$ cat config.mk
export PLATFORM = sky130hd
export DESIGN_NAME = snn_spike_sequencer
export DESIGN_NICKNAME = d
export VERILOG_FILES = /design/src/rtl/snn_spike_sequencer.sv
export SDC_FILE = /design/constraint.sdc
export NUM_CORES = 1
export LEC_CHECK = 0
export CAP_MARGIN = 15
export CORE_ASPECT_RATIO = 0.9
export CORE_MARGIN = 1
export CORE_UTILIZATION = 48
export CTS_CLUSTER_SIZE = 12
export DETAILED_ROUTE_END_ITERATION = 8
export PLACE_DENSITY = 0.84
export SLEW_MARGIN = 20
export SYNTH_ARGS = -nofsm -noshare
export SYNTH_HDL_FRONTEND = slang
export SYNTH_SLANG_ARGS = --single-unit
$ cat constraint.sdc
create_clock -name CLK -period 2.6 [get_ports CLK]
set_input_delay 0.52 -clock CLK [delete_from_list [all_inputs] [get_ports CLK]]
set_output_delay 0.52 -clock CLK [all_outputs]
set_load 0.02 [all_outputs]
$ cat src/rtl/snn_spike_sequencer.sv
// snn_spike_sequencer: runs one SNN inference from clear to result.
// Clears neurons, replays the rank-ordered input list over a 4-phase
// AER port, auto-acks core output spikes and keeps the first one.
//
// Ports:
//   CLK, RST            clock, synchronous active-high reset
//   start               1-cycle pulse, accepted only when idle
//   cfg_num_spikes      number of entries to issue (clamped to N_IN)
//   cfg_timeout         wait budget after the last input event
//   rank_rd_en/addr     image-buffer read strobe and address
//   rank_rd_data        buffer data, valid the cycle after the strobe
//   neur_clr            1-cycle membrane clear pulse
//   sched_full          core scheduler full, holds back a new request
//   aer_in_addr/req/ack input event port (4-phase)
//   aer_out_addr/req/ack output spike port (auto-acknowledged)
//   busy, done          run status, end-of-run pulse
//   result_label        neuron of the first output spike
//   result_timeout      no output spike seen before timeout
//   spike_count         input events completed this run
module snn_spike_sequencer #(
    parameter int N_IN = 256,
    parameter int AW   = 8,
    parameter int CW   = 9,
    parameter int TW   = 16
) (
    input  logic          CLK,
    input  logic          RST,
    input  logic          start,
    input  logic [CW-1:0] cfg_num_spikes,
    input  logic [TW-1:0] cfg_timeout,
    output logic          rank_rd_en,
    output logic [AW-1:0] rank_rd_addr,
    input  logic [AW-1:0] rank_rd_data,
    output logic          neur_clr,
    input  logic          sched_full,
    output logic [AW-1:0] aer_in_addr,
    output logic          aer_in_req,
    input  logic          aer_in_ack,
    input  logic [AW-1:0] aer_out_addr,
    input  logic          aer_out_req,
    output logic          aer_out_ack,
    output logic          busy,
    output logic          done,
    output logic [AW-1:0] result_label,
    output logic          result_timeout,
    output logic [CW-1:0] spike_count
);

    typedef enum logic [2:0] {
        S_IDLE,
        S_CLEAR,
        S_FETCH,
        S_LOAD,
        S_REQ,
        S_RELEASE,
        S_WAIT_OUT,
        S_DONE
    } state_t;

    localparam logic [CW-1:0] N_MAX = CW'(N_IN);

    state_t        state;
    state_t        state_nx;
    logic [CW-1:0] num_q;
    logic [TW-1:0] wait_cnt;
    logic          latch_q;
    logic          req_q;
    logic          in_run;
    logic          capture;
    logic          latch_nx;
    logic [CW-1:0] count_inc;

    // Spikes only count while a run is between CLEAR and WAIT_OUT.
    assign in_run    = (state != S_IDLE) && (state != S_DONE);
    assign capture   = aer_out_req && !aer_out_ack && !latch_q && in_run;
    // A spike landing this cycle must steer the decision this cycle.
    assign latch_nx  = latch_q | capture;
    assign count_inc = spike_count + 1'b1;
    assign aer_in_req = req_q;

    always_ff @(posedge CLK) begin
        if (RST) begin
            state <= S_IDLE;
        end else begin
            state <= state_nx;
        end
    end

    always_comb begin
        state_nx = state;
        unique case (state)
            S_IDLE: begin
                if (start) state_nx = S_CLEAR;
            end
            S_CLEAR: begin
                state_nx = (num_q != '0) ? S_FETCH : S_WAIT_OUT;
            end
            S_FETCH: begin
                state_nx = S_LOAD;
            end
            S_LOAD: begin
                state_nx = S_REQ;
            end
            S_REQ: begin
                if (req_q && aer_in_ack) state_nx = S_RELEASE;
            end
            S_RELEASE: begin
                if (!aer_in_ack) begin
                    if (latch_nx)               state_nx = S_DONE;
                    else if (count_inc < num_q) state_nx = S_FETCH;
                    else                        state_nx = S_WAIT_OUT;
                end
            end
            S_WAIT_OUT: begin
                if (latch_nx || (wait_cnt == cfg_timeout)) begin
                    state_nx = S_DONE;
                end
            end
            S_DONE: begin
                state_nx = S_IDLE;
            end
            default: begin
                state_nx = S_IDLE;
            end
        endcase
    end

    always_comb begin
        neur_clr     = (state == S_CLEAR);
        rank_rd_en   = (state == S_FETCH);
        rank_rd_addr = (state == S_FETCH) ? AW'(spike_count) : '0;
        busy         = in_run;
        done         = (state == S_DONE);
    end

    always_ff @(posedge CLK) begin
        if (RST) begin
            num_q          <= '0;
            wait_cnt       <= '0;
            latch_q        <= 1'b0;
            req_q          <= 1'b0;
            aer_in_addr    <= '0;
            aer_out_ack    <= 1'b0;
            result_label   <= '0;
            result_timeout <= 1'b0;
            spike_count    <= '0;
        end else begin
            // Output port ack simply follows the request one cycle late.
            aer_out_ack <= aer_out_req;

            if (capture) begin
                result_label <= aer_out_addr;
                latch_q      <= 1'b1;
            end

            if (state == S_WAIT_OUT) wait_cnt <= wait_cnt + 1'b1;
            else                     wait_cnt <= '0;

            unique case (state)
                S_IDLE: begin
                    if (start) begin
                        spike_count    <= '0;
                        result_label   <= '0;
                        result_timeout <= 1'b0;
                        latch_q        <= 1'b0;
                        num_q <= (cfg_num_spikes > N_MAX) ?
                                 N_MAX : cfg_num_spikes;
                    end
                end
                S_LOAD: begin
                    aer_in_addr <= rank_rd_data;
                    req_q       <= !sched_full;
                end
                S_REQ: begin
                    // Once raised, the request ignores sched_full.
                    if (!req_q && !sched_full) begin
                        req_q <= 1'b1;
                    end else if (req_q && aer_in_ack) begin
                        req_q <= 1'b0;
                    end
                end
                S_RELEASE: begin
                    if (!aer_in_ack) spike_count <= count_inc;
                end
                S_WAIT_OUT: begin
                    if (!latch_nx && (wait_cnt == cfg_timeout)) begin
                        result_timeout <= 1'b1;
                    end
                end
                default: begin
                end
            endcase
        end
    end

endmodule

==> flow_summary.yaml, run 1 <==
synth:
  netlist.area_leader.share_pct: 38.2
  yosys.area_share.adder_pct: 4.19
  netlist_top_cells_count: "sky130_fd_sc_hd__dfxtp_1 (57), sky130_fd_sc_hd__nor2_1 (35), sky130_fd_sc_hd__nand2_1 (33)"
  yosys_most_used_dff: "sky130_fd_sc_hd__dfxtp_1"
  yosysSeqAreaShare_pct: 38.2
  yosysMostFrequentCell: "sky130_fd_sc_hd__dfxtp_1"
  synthTopCellsByArea: "sky130_fd_sc_hd__dfxtp_1 (38%), sky130_fd_sc_hd__xnor2_1 (7.9%), sky130_fd_sc_hd__a21oi_1 (4.5%)"
  yosys.area_share.simple_pct: 27.3
  combinational_family_with_the_most_area_after_synthesis: "simple AND/OR/NAND/NOR gates"
  synth_xor_xnor_area_share_pct: 9.38
  ys_ff_latch: 57
  synth_top_cell_by_area: "sky130_fd_sc_hd__dfxtp_1"
  synth_nets: 410
  post_synth.cell_area_avg_sq_um: 8.46
  post_synth_mux_area_share_pct: 3.02
  synth_compound_area_share_pct: 13.7
  mappedNetlistArea_sq_mm: 0.00299
  syn_inst: 353
  async_reset_ff_share_pct: 0
  post_synth_edffs: 0
  yosys_warnings: 0
  netlist-cell-type-count: 49
hold_path:
  min-delay-path-class: "reg -> reg"
  hold_depth: 2
routing:
  route.detailed.vias_per_inst: 5.51
  met3RoutedLength_um: 534
  drcViolationCount: 0
  route.detailed.wl_per_inst_um: 14.8
  antenna_violating_nets_post_route: 0
  first_iter_violations: 120
  totalWireLength_um: 7670
  routed-via-count: 2847
  route.met2.wl_um: 3530
  firstDrtPassIters: 4
  highest_metal_used: "met4"
  m1WireLength_um: 3470
finish:
  layout-drive-gt1-share_pct: 6.94
  multiInputGateArea_sq_mm: 0.00172
  seq_area_sq_mm: 0.00114
  num_antenna_cells: 0
  final_stage_net_count: 499
  fill_cells: 456
  syn_to_final_growth_pct: 38.1
  post-route-util_pct: 70.8
clock_tree:
  clk_transition_reported_paths_ns: 0.07
  cts_hold_buffers: 0
  cts_resized: 0
  cts_root_buf: "sky130_fd_sc_hd__clkbuf_8"
  tritoncts_clock_tree: "done"
  cts.sinks: 57
  htreeDepth: 3
  numCtsBuffers: 9
  cts.path.max_buffers: 2
  insertion_delay_ns: 0.34
  post-cts-setup-buffers: 0
sta:
  finalSetupViolCount: 0
  postLayoutSetupSlackWorst_ns: 0.159
  hold_viol: 0
  fmax_ghz: 0.410
  timing.final.crit_share_pct: 93.9
  worstMarginPinSlew_ns: 0.583
  fin_crit_ns: 2.44
  grt_setup_unrepaired: "false"
  fin_worst_skew_ns: 0.0102
  maxSlewViolCount: 0
  timing.max_slew.rel_slack_pct: 61.1
  setup_tns_after_final_layout_ns: 0
floorplanning:
  floorplan.core_area_sq_mm: 0.00582
  top_level_ports: 87
  chipHeight_um: 76.9
  floorplan.initialDensity_pct: 51.3
  floorplan.rows: 26
  die_width_um: 85.2
  fp.dieArea_sq_mm: 0.00654
power:
  clockPowerShare_pct: 33.8
  power_frac_seq_pct: 41.4
  power.share.combinational_pct: 24.8
  p_sw_share_pct: 29.5
  irDropWorstVdd_uv: 377
  switchingPower_mw: 0.695
  cell_internal_pwr_mw: 1.66
  power_per_standard_cell_area_mw_per_mm2: 570
  p_leak_nw: 1.45
global_route:
  grt_use_total_pct: 24.7
  grt_pass1_wl_um: 12800
  via_count_of_the_first_global_routing_pass: 2805
  overflow: 0
  antenna_found_initial: 0
  grt_max_degree: 27
place:
  detailedPlacementHpwl_um: 5620
  finalWeightedCongestion: 0.863
  preCtsSetupSlack_ns: 0.145
  port_buffers: 86
worst_setup_path:
  worstSetupStartpointType: "flip-flop"
  timing.critical_path.required_ns: 2.08
  rr_worst_depth: 9
  timing.critical_path.fanout_max: 13
  cp-end-kind: "output port"
  crit_path_arrival_time_ns: 1.92
  critPathKind: "reg -> out"
flow_run:
  max_cap_viol_count: 0
outcome:
  status: "finished clean"
## layout by cell type, fill, tap and decap left out, drive strengths merged, types with 11 or more instances in the layout
cell type       n
clkbuf         15
nor2           35
nand2          33
a21oi          27
inv            15
clkdlybuf4s50  86
xnor2          27
and2           12
dfxtp          57
or3            11
## path summary, 6_finish.rpt
check | startpoint | end | slack (ns)
setup / recovery | state[2]$_SDFFE_PP0P_ | rank_rd_addr[1] | 0.16
hold / removal | aer_in_addr[5]$_SDFFE_PP0P_ | aer_in_addr[5]$_SDFFE_PP0P_ | 0.46
setup reg to reg | spike_count[1]$_SDFFE_PP0P_ | state[2]$_SDFFE_PP0P_ | 0.28
hold reg to reg | aer_in_addr[5]$_SDFFE_PP0P_ | aer_in_addr[5]$_SDFFE_PP0P_ | 0.46
## cell type report
type                       instances  share of cell area [%]
tap                               70                    2.12
sequential                        57                    27.7
inverter                          15                    1.36
multi-input combinational        264                    41.6
clock inverter                     1                   0.182
clock buffer                      15                    4.52
timing repair buffer              95                    22.5
## layer usage
metal | GRT usage (%) | up-vias
met5 | 0 | -
met4 | 8.81 | 0
met3 | 8.50 | 14
met2 | 41.1 | 91
met1 | 29.4 | 1329
li1 | - | 1413
## state kept, by name, summed over array words and instances, names as in the netlist
register,count
result_label,8
latch_q,1
aer_out_ack,1
result_timeout,1
num_q,9
state,3
aer_in_req,1
wait_cnt,16
aer_in_addr,8
spike_count,9
## power by group through the flow
stage	Clock (mW)	Combinational, mW	Sequential [mW]
after floorplan	0	0.322	0.994
after global placement	0	0.564	0.990
after detailed placement	0	0.579	0.990
after CTS	0.806	0.583	0.973
after global routing	0.843	0.632	0.983
final	0.795	0.585	0.974
## stage by stage
step,hold WS (ns),std cells,cell area [sq um],power (mW)
global route,0.487,517,4130,2.46
detailed placement,0.449,501,3930,1.57
CTS,0.458,517,4130,2.36
floorplan,0.457,353,2990,1.32
finish,0.455,517,4130,2.35
global placement,0.440,501,3930,1.55
## worst max-delay path, cell delays in order, from the launching register on
cell and delay [ns]:
sky130_fd_sc_hd__dfxtp_1 0.43, sky130_fd_sc_hd__nor3_1 0.22, sky130_fd_sc_hd__buf_4 0.20, sky130_fd_sc_hd__and2_1 0.14, sky130_fd_sc_hd__clkdlybuf4s50_1 0.60
## cells by family (layout without fill, tap and decap cells)
logic type	Yosys count	in the layout
buffers and inverters	32	126
muxes	9	9
DFF	57	57
and+or+nand+nor	150	150
AOI/OAI and AO/OA	63	63
adders and majority gates	10	10
xor gates and xnor gates	32	32
(Power assumes the default switching activity.)
==> run 2: changes to the inputs <==
Clock period 2.6 ns to 2.3 ns, I/O delays scaled along.
==> run 2 against run 1 <==
  * Global-route usage is 0.84 points lower
  * Critical path depth is 1 lower
  * Worst hold slack worse by 0.0031 ns
  * Die area stayed put
  * Clock skew is 0.0050 ns lower
  * Core utilization is 0.086 points higher
  * Critical path type unchanged
  * Critical endpoint is now busy
  * Largest power group unchanged
==> flow_summary.yaml, run 2 (synthesis gave the netlist of run 1 again) <==
global_route:
  grt_use_total_pct: 23.8
  overflow: 0
  grt_pass1_wl_um: 12300
  via_count_of_the_first_global_routing_pass: 2649
  grt_max_degree: 27
  antenna_found_initial: 0
routing:
  totalWireLength_um: 7510
  first_iter_violations: 97
  drcViolationCount: 0
  antenna_violating_nets_post_route: 0
  route.detailed.wl_per_inst_um: 14.4
  firstDrtPassIters: 4
  route.detailed.vias_per_inst: 5.44
  routed-via-count: 2830
place:
  detailedPlacementHpwl_um: 5610
  port_buffers: 86
  finalWeightedCongestion: 0.841
finish:
  layout-drive-gt1-share_pct: 9.11
  layout.cells.most_common_list: "sky130_fd_sc_hd__clkdlybuf4s50_1 (76), sky130_fd_sc_hd__dfxtp_1 (54), sky130_fd_sc_hd__nor2_1 (35), sky130_fd_sc_hd__nand2_1 (33)"
  post-route-util_pct: 70.9
  final_common_cell: "sky130_fd_sc_hd__clkdlybuf4s50_1"
  num_antenna_cells: 0
  top_regs: "wait_cnt x16, num_q x9, spike_count x9"
  multiInputGateArea_sq_mm: 0.00173
  final_stage_net_count: 503
  fill_cells: 454
  seq_area_sq_mm: 0.00114
  number_of_flip_flops_under_the_largest_register_name: 16
  largest_register: "wait_cnt"
  syn_to_final_growth_pct: 38.2
clock_tree:
  cts_hold_buffers: 0
  cts.sinks: 57
  htreeDepth: 3
  cts_root_buf: "sky130_fd_sc_hd__clkbuf_8"
  numCtsBuffers: 9
  cts.path.max_buffers: 2
  tritoncts_clock_tree: "done"
  post-cts-setup-buffers: 0
  cts_resized: 9
  clk_transition_reported_paths_ns: 0.06
  insertion_delay_ns: 0.33
power:
  power_per_standard_cell_area_mw_per_mm2: 618
  irDropWorstVdd_uv: 427
  p_leak_nw: 1.53
worst_setup_path:
  critical_path.endpoint: "busy"
  crit_chain: "and3_2 > nor2_1 > clkdlybuf4s50_1"
  critical_path.max_stage_delay_ns: 0.62
  slowest_stage: "sky130_fd_sc_hd__clkdlybuf4s50_1"
  reg2reg_to: "state[2]$_SDFFE_PP0P_"
  timing.critical_path.fanout_max: 13
  timing.critical_path.required_ns: 1.84
  rr_worst_depth: 9
  reg2reg_setup_slack_ns: 0.19
  crit_path_arrival_time_ns: 1.76
  worstSetupStartpointType: "flip-flop"
  critPathKind: "reg -> out"
  cp-end-kind: "output port"
  critical_path.reg2reg.startpoint: "spike_count[1]$_SDFFE_PP0P_"
  setup.worst_path.start: "state[2]$_SDFFE_PP0P_"
sta:
  finalSetupViolCount: 0
  fin_worst_skew_ns: 0.00520
  timing.max_slew.rel_slack_pct: 62.4
  fmax_ghz: 0.451
  fin_crit_ns: 2.22
  timing.final.crit_share_pct: 96.3
  hold_viol: 0
  maxSlewViolCount: 0
  grt_setup_unrepaired: "false"
  worstMarginPinSlew_ns: 0.564
  setup_tns_after_final_layout_ns: 0
floorplanning:
  fp.dieArea_sq_mm: 0.00654
  floorplan.core_area_sq_mm: 0.00582
  die_width_um: 85.2
  floorplan.rows: 26
  floorplan.initialDensity_pct: 51.3
  top_level_ports: 87
  chipHeight_um: 76.9
flow_run:
  max_cap_viol_count: 0
hold_path:
  min-delay-path-class: "reg -> reg"
outcome:
  status: "finished clean"
-- run 2: worst max-delay path: cells and delay by family (launching register included) --
kind                   cells  cell delay [ns]
AND/OR/NAND/NOR            2             0.40
flip-flops                 1             0.39
buffers and inverters      1             0.62
-- run 2: how the worst min path moves through the flow --
| stage | startpoint | to | slack, ns | depth (start not counted) |
|---|---|---|---|---|
| global placement | aer_in_addr[4]$_SDFFE_PP0P_ | aer_in_addr[4]$_SDFFE_PP0P_ | 0.44 | 2 |
| detailed placement | aer_in_addr[1]$_SDFFE_PP0P_ | aer_in_addr[1]$_SDFFE_PP0P_ | 0.45 | 2 |
| floorplan | num_q[7]$_SDFFE_PP0P_ | num_q[7]$_SDFFE_PP0P_ | 0.46 | 2 |
| CTS | aer_in_addr[1]$_SDFFE_PP0P_ | aer_in_addr[1]$_SDFFE_PP0P_ | 0.45 | 2 |
| global route | aer_in_addr[1]$_SDFFE_PP0P_ | aer_in_addr[1]$_SDFFE_PP0P_ | 0.47 | 2 |
| finish | aer_in_addr[1]$_SDFFE_PP0P_ | aer_in_addr[1]$_SDFFE_PP0P_ | 0.45 | 2 |
-- run 2: area by class of cell --
type                    count  share of cell area (%)
well taps                  70                    2.12
multi-input cells         264                    41.8
flip-flops and latches     57                    27.7
clock buffers              11                    3.42
inverters                  15                    1.36
repair buffers             99                    23.1
clock inverters             4                   0.485
-- run 2: power breakdown --
part,switching (mW),internal [mW],total (mW),leakage (nW)
Sequential,0.0644,1.04,1.11,0.463
Combinational,0.334,0.324,0.658,0.980
Clock,0.379,0.406,0.785,0.0887
-- run 2: layer usage --
| metal | up-vias | part of all wire, % | global-route usage, % |
|---|---|---|---|
| met5 | - | 0 | 0 |
| met4 | 0 | 1.0 | 7.63 |
| met3 | 10 | 8.0 | 8.83 |
| met2 | 106 | 45 | 36.9 |
| met1 | 1285 | 46 | 30.7 |
| li1 | 1429 | - | - |
-- run 2: stage by stage --
step	setup WS [ns]	hold slack (ns)	area (sq um)	std cells	power, mW
6_report	0.0840	0.452	4130	520	2.55
5_1_grt	0.00763	0.470	4130	520	2.68
4_1_cts	0.0256	0.454	4110	520	2.56
3_5_place_dp	0.0527	0.447	3960	505	1.77
3_3_place_gp	0.109	0.441	3960	505	1.76
2_1_floorplan	0.198	0.457	2990	353	1.49
==> run 3: changes to the inputs <==
Clock period 2.3 ns to 2.2 ns, I/O delays scaled along.
==> run 3 against run 2 <==
  * Non-clock buffer count rose by 4
  * Largest power group unchanged
  * Clock power increased by 32%
  * Global-route usage is 1.1 points higher
  * Clock skew increased by 0.0028 ns
  * Clock-buffer cell count rose by 2
  * Die area stayed put
==> flow_summary.yaml, run 3 (synthesis gave the netlist of run 1 again) <==
worst_setup_path:
  critical_path.reg2reg.startpoint: "spike_count[1]$_SDFFE_PP0P_"
  reg2reg_to: "state[2]$_SDFFE_PP0P_"
  rr_worst_depth: 9
  crit_path_arrival_time_ns: 1.67
  timing.critical_path.required_ns: 1.76
  cp-end-kind: "output port"
  worstSetupStartpointType: "flip-flop"
  reg2reg_setup_slack_ns: 0.18
  critPathKind: "reg -> out"
  timing.critical_path.fanout_max: 13
routing:
  drcViolationCount: 0
  antenna_violating_nets_post_route: 0
  route.detailed.vias_per_inst: 5.52
  totalWireLength_um: 7670
  route.detailed.wl_per_inst_um: 14.6
  routed-via-count: 2891
  first_iter_violations: 105
  firstDrtPassIters: 5
hold_path:
  hold_end: "aer_in_addr[1]$_SDFFE_PP0P_"
  min-delay-path-class: "reg -> reg"
  hold_path.startpoint: "aer_in_addr[1]$_SDFFE_PP0P_"
  hold_depth: 2
clock_tree:
  htreeDepth: 3
  post-cts-setup-buffers: 0
  clk_transition_reported_paths_ns: 0.07
  numCtsBuffers: 9
  cts.path.max_buffers: 2
  cts.sinks: 57
  cts_root_buf: "sky130_fd_sc_hd__clkbuf_8"
  insertion_delay_ns: 0.33
  tritoncts_clock_tree: "done"
global_route:
  grt_pass1_wl_um: 13100
  overflow: 0
  grt_use_total_pct: 24.9
  antenna_found_initial: 0
  via_count_of_the_first_global_routing_pass: 2770
  grt_max_degree: 27
place:
  port_buffers: 86
  finalWeightedCongestion: 0.831
  placed_cells_incl_taps: 509
  placed_cell_area_sq_mm: 0.00399
  preCtsSetupSlack_ns: -0.0581
  detailedPlacementHpwl_um: 5680
finish:
  final_cells: 524
  post-route-util_pct: 72.0
  seq_area_sq_mm: 0.00114
  final_stage_net_count: 507
  syn_to_final_growth_pct: 40.4
  largest_register: "wait_cnt"
  layout.cells.most_common_list: "sky130_fd_sc_hd__clkdlybuf4s50_1 (76), sky130_fd_sc_hd__dfxtp_1 (54), sky130_fd_sc_hd__nor2_1 (35), sky130_fd_sc_hd__nand2_1 (33)"
  number_of_flip_flops_under_the_largest_register_name: 16
  multiInputGateArea_sq_mm: 0.00173
  top_regs: "wait_cnt x16, num_q x9, spike_count x9"
  fill_cells: 457
  layout-drive-gt1-share_pct: 11.0
  num_antenna_cells: 0
  layout.cell_area.non_filler_sq_mm: 0.00420
  final_common_cell: "sky130_fd_sc_hd__clkdlybuf4s50_1"
floorplanning:
  floorplan.initialDensity_pct: 51.3
  chipHeight_um: 76.9
  fp.dieArea_sq_mm: 0.00654
  top_level_ports: 87
  floorplan.core_area_sq_mm: 0.00582
  floorplan.rows: 26
  die_width_um: 85.2
sta:
  fin_crit_ns: 2.11
  hold_viol: 0
  timing.max_slew.rel_slack_pct: 62.4
  fin_worst_skew_ns: 0.00803
  timing.final.crit_share_pct: 96.0
  maxSlewViolCount: 0
  grt_setup_unrepaired: "false"
  finalSetupViolCount: 0
  fmax_ghz: 0.474
  postLayoutSetupSlackWorst_ns: 0.0889
  worstMarginPinSlew_ns: 0.563
flow_run:
  max_cap_viol_count: 0
power:
  design_power_total_mw: 2.90
  p_leak_nw: 1.54
  irDropWorstVdd_uv: 383
  power_per_standard_cell_area_mw_per_mm2: 691
outcome:
  status: "finished clean"
[run 3: power by group]
group	switching [mW]	total (mW)	internal [mW]
Clock	0.403	1.04	0.639
Sequential	0.0662	1.16	1.09
Combinational	0.354	0.698	0.344
Total	0.823	2.90	2.08
[run 3: critical path, stage by stage, from the launching register on]
cell and delay (ns):
sky130_fd_sc_hd__dfxtp_2 0.39, sky130_fd_sc_hd__and3_1 0.23, sky130_fd_sc_hd__nor2_1 0.10, sky130_fd_sc_hd__clkdlybuf4s50_1 0.62
[run 3: final cells by class]
type / instances / share of cell area (%)
inverters: 15 / 1.34
clock inverters: 2 / 0.835
multi-input cells: 264 / 41.2
repair buffers: 103 / 23.0
well taps: 70 / 2.09
clock buffers: 13 / 4.26
flip-flops and latches: 57 / 27.3
[run 3: per-layer routing]
layer / vias to the layer above / share of wire (%) / routed length, um / global-route usage, %
li1: 1433 / - / - / -
met1: 1335 / 44 / 3360 / 31.9
met2: 111 / 47 / 3580 / 40.6
met3: 12 / 8.6 / 662 / 8.29
met4: 0 / 0.95 / 73 / 5.59
met5: - / 0 / 0 / 0
[run 3: how the worst max path moves through the flow]
stage	from	endpoint	slack (ns)	cells past startpoint
2_1_floorplan	spike_count[0]$_SDFFE_PP0P_	state[2]$_SDFFE_PP0P_	0.1	9
3_3_place_gp	start	num_q[2]$_SDFFE_PP0P_	0.01	4
3_5_place_dp	start	num_q[5]$_SDFFE_PP0P_	-0.06	4
4_1_cts	state[0]$_SDFFE_PP0P_	neur_clr	0.05	3
5_1_grt	state[1]$_SDFFE_PP0P_	rank_rd_addr[0]	0.002	5
6_report	state[2]$_SDFFE_PP0P_	busy	0.09	3
[run 3: timing repair]
item,in CTS,in global routing
hold buffers,0,0
setup endpoints to repair,12,10
resized for setup,12,16
[run 3: per-stage QoR]
| stage | hold WS, ns | setup TNS (ns) |
|---|---|---|
| 3_5_place_dp | 0.450 | -0.327 |
| 2_1_floorplan | 0.457 | 0 |
| 3_3_place_gp | 0.441 | 0 |
| 6_report | 0.457 | 0 |
| 5_1_grt | 0.486 | 0 |
| 4_1_cts | 0.459 | 0 |
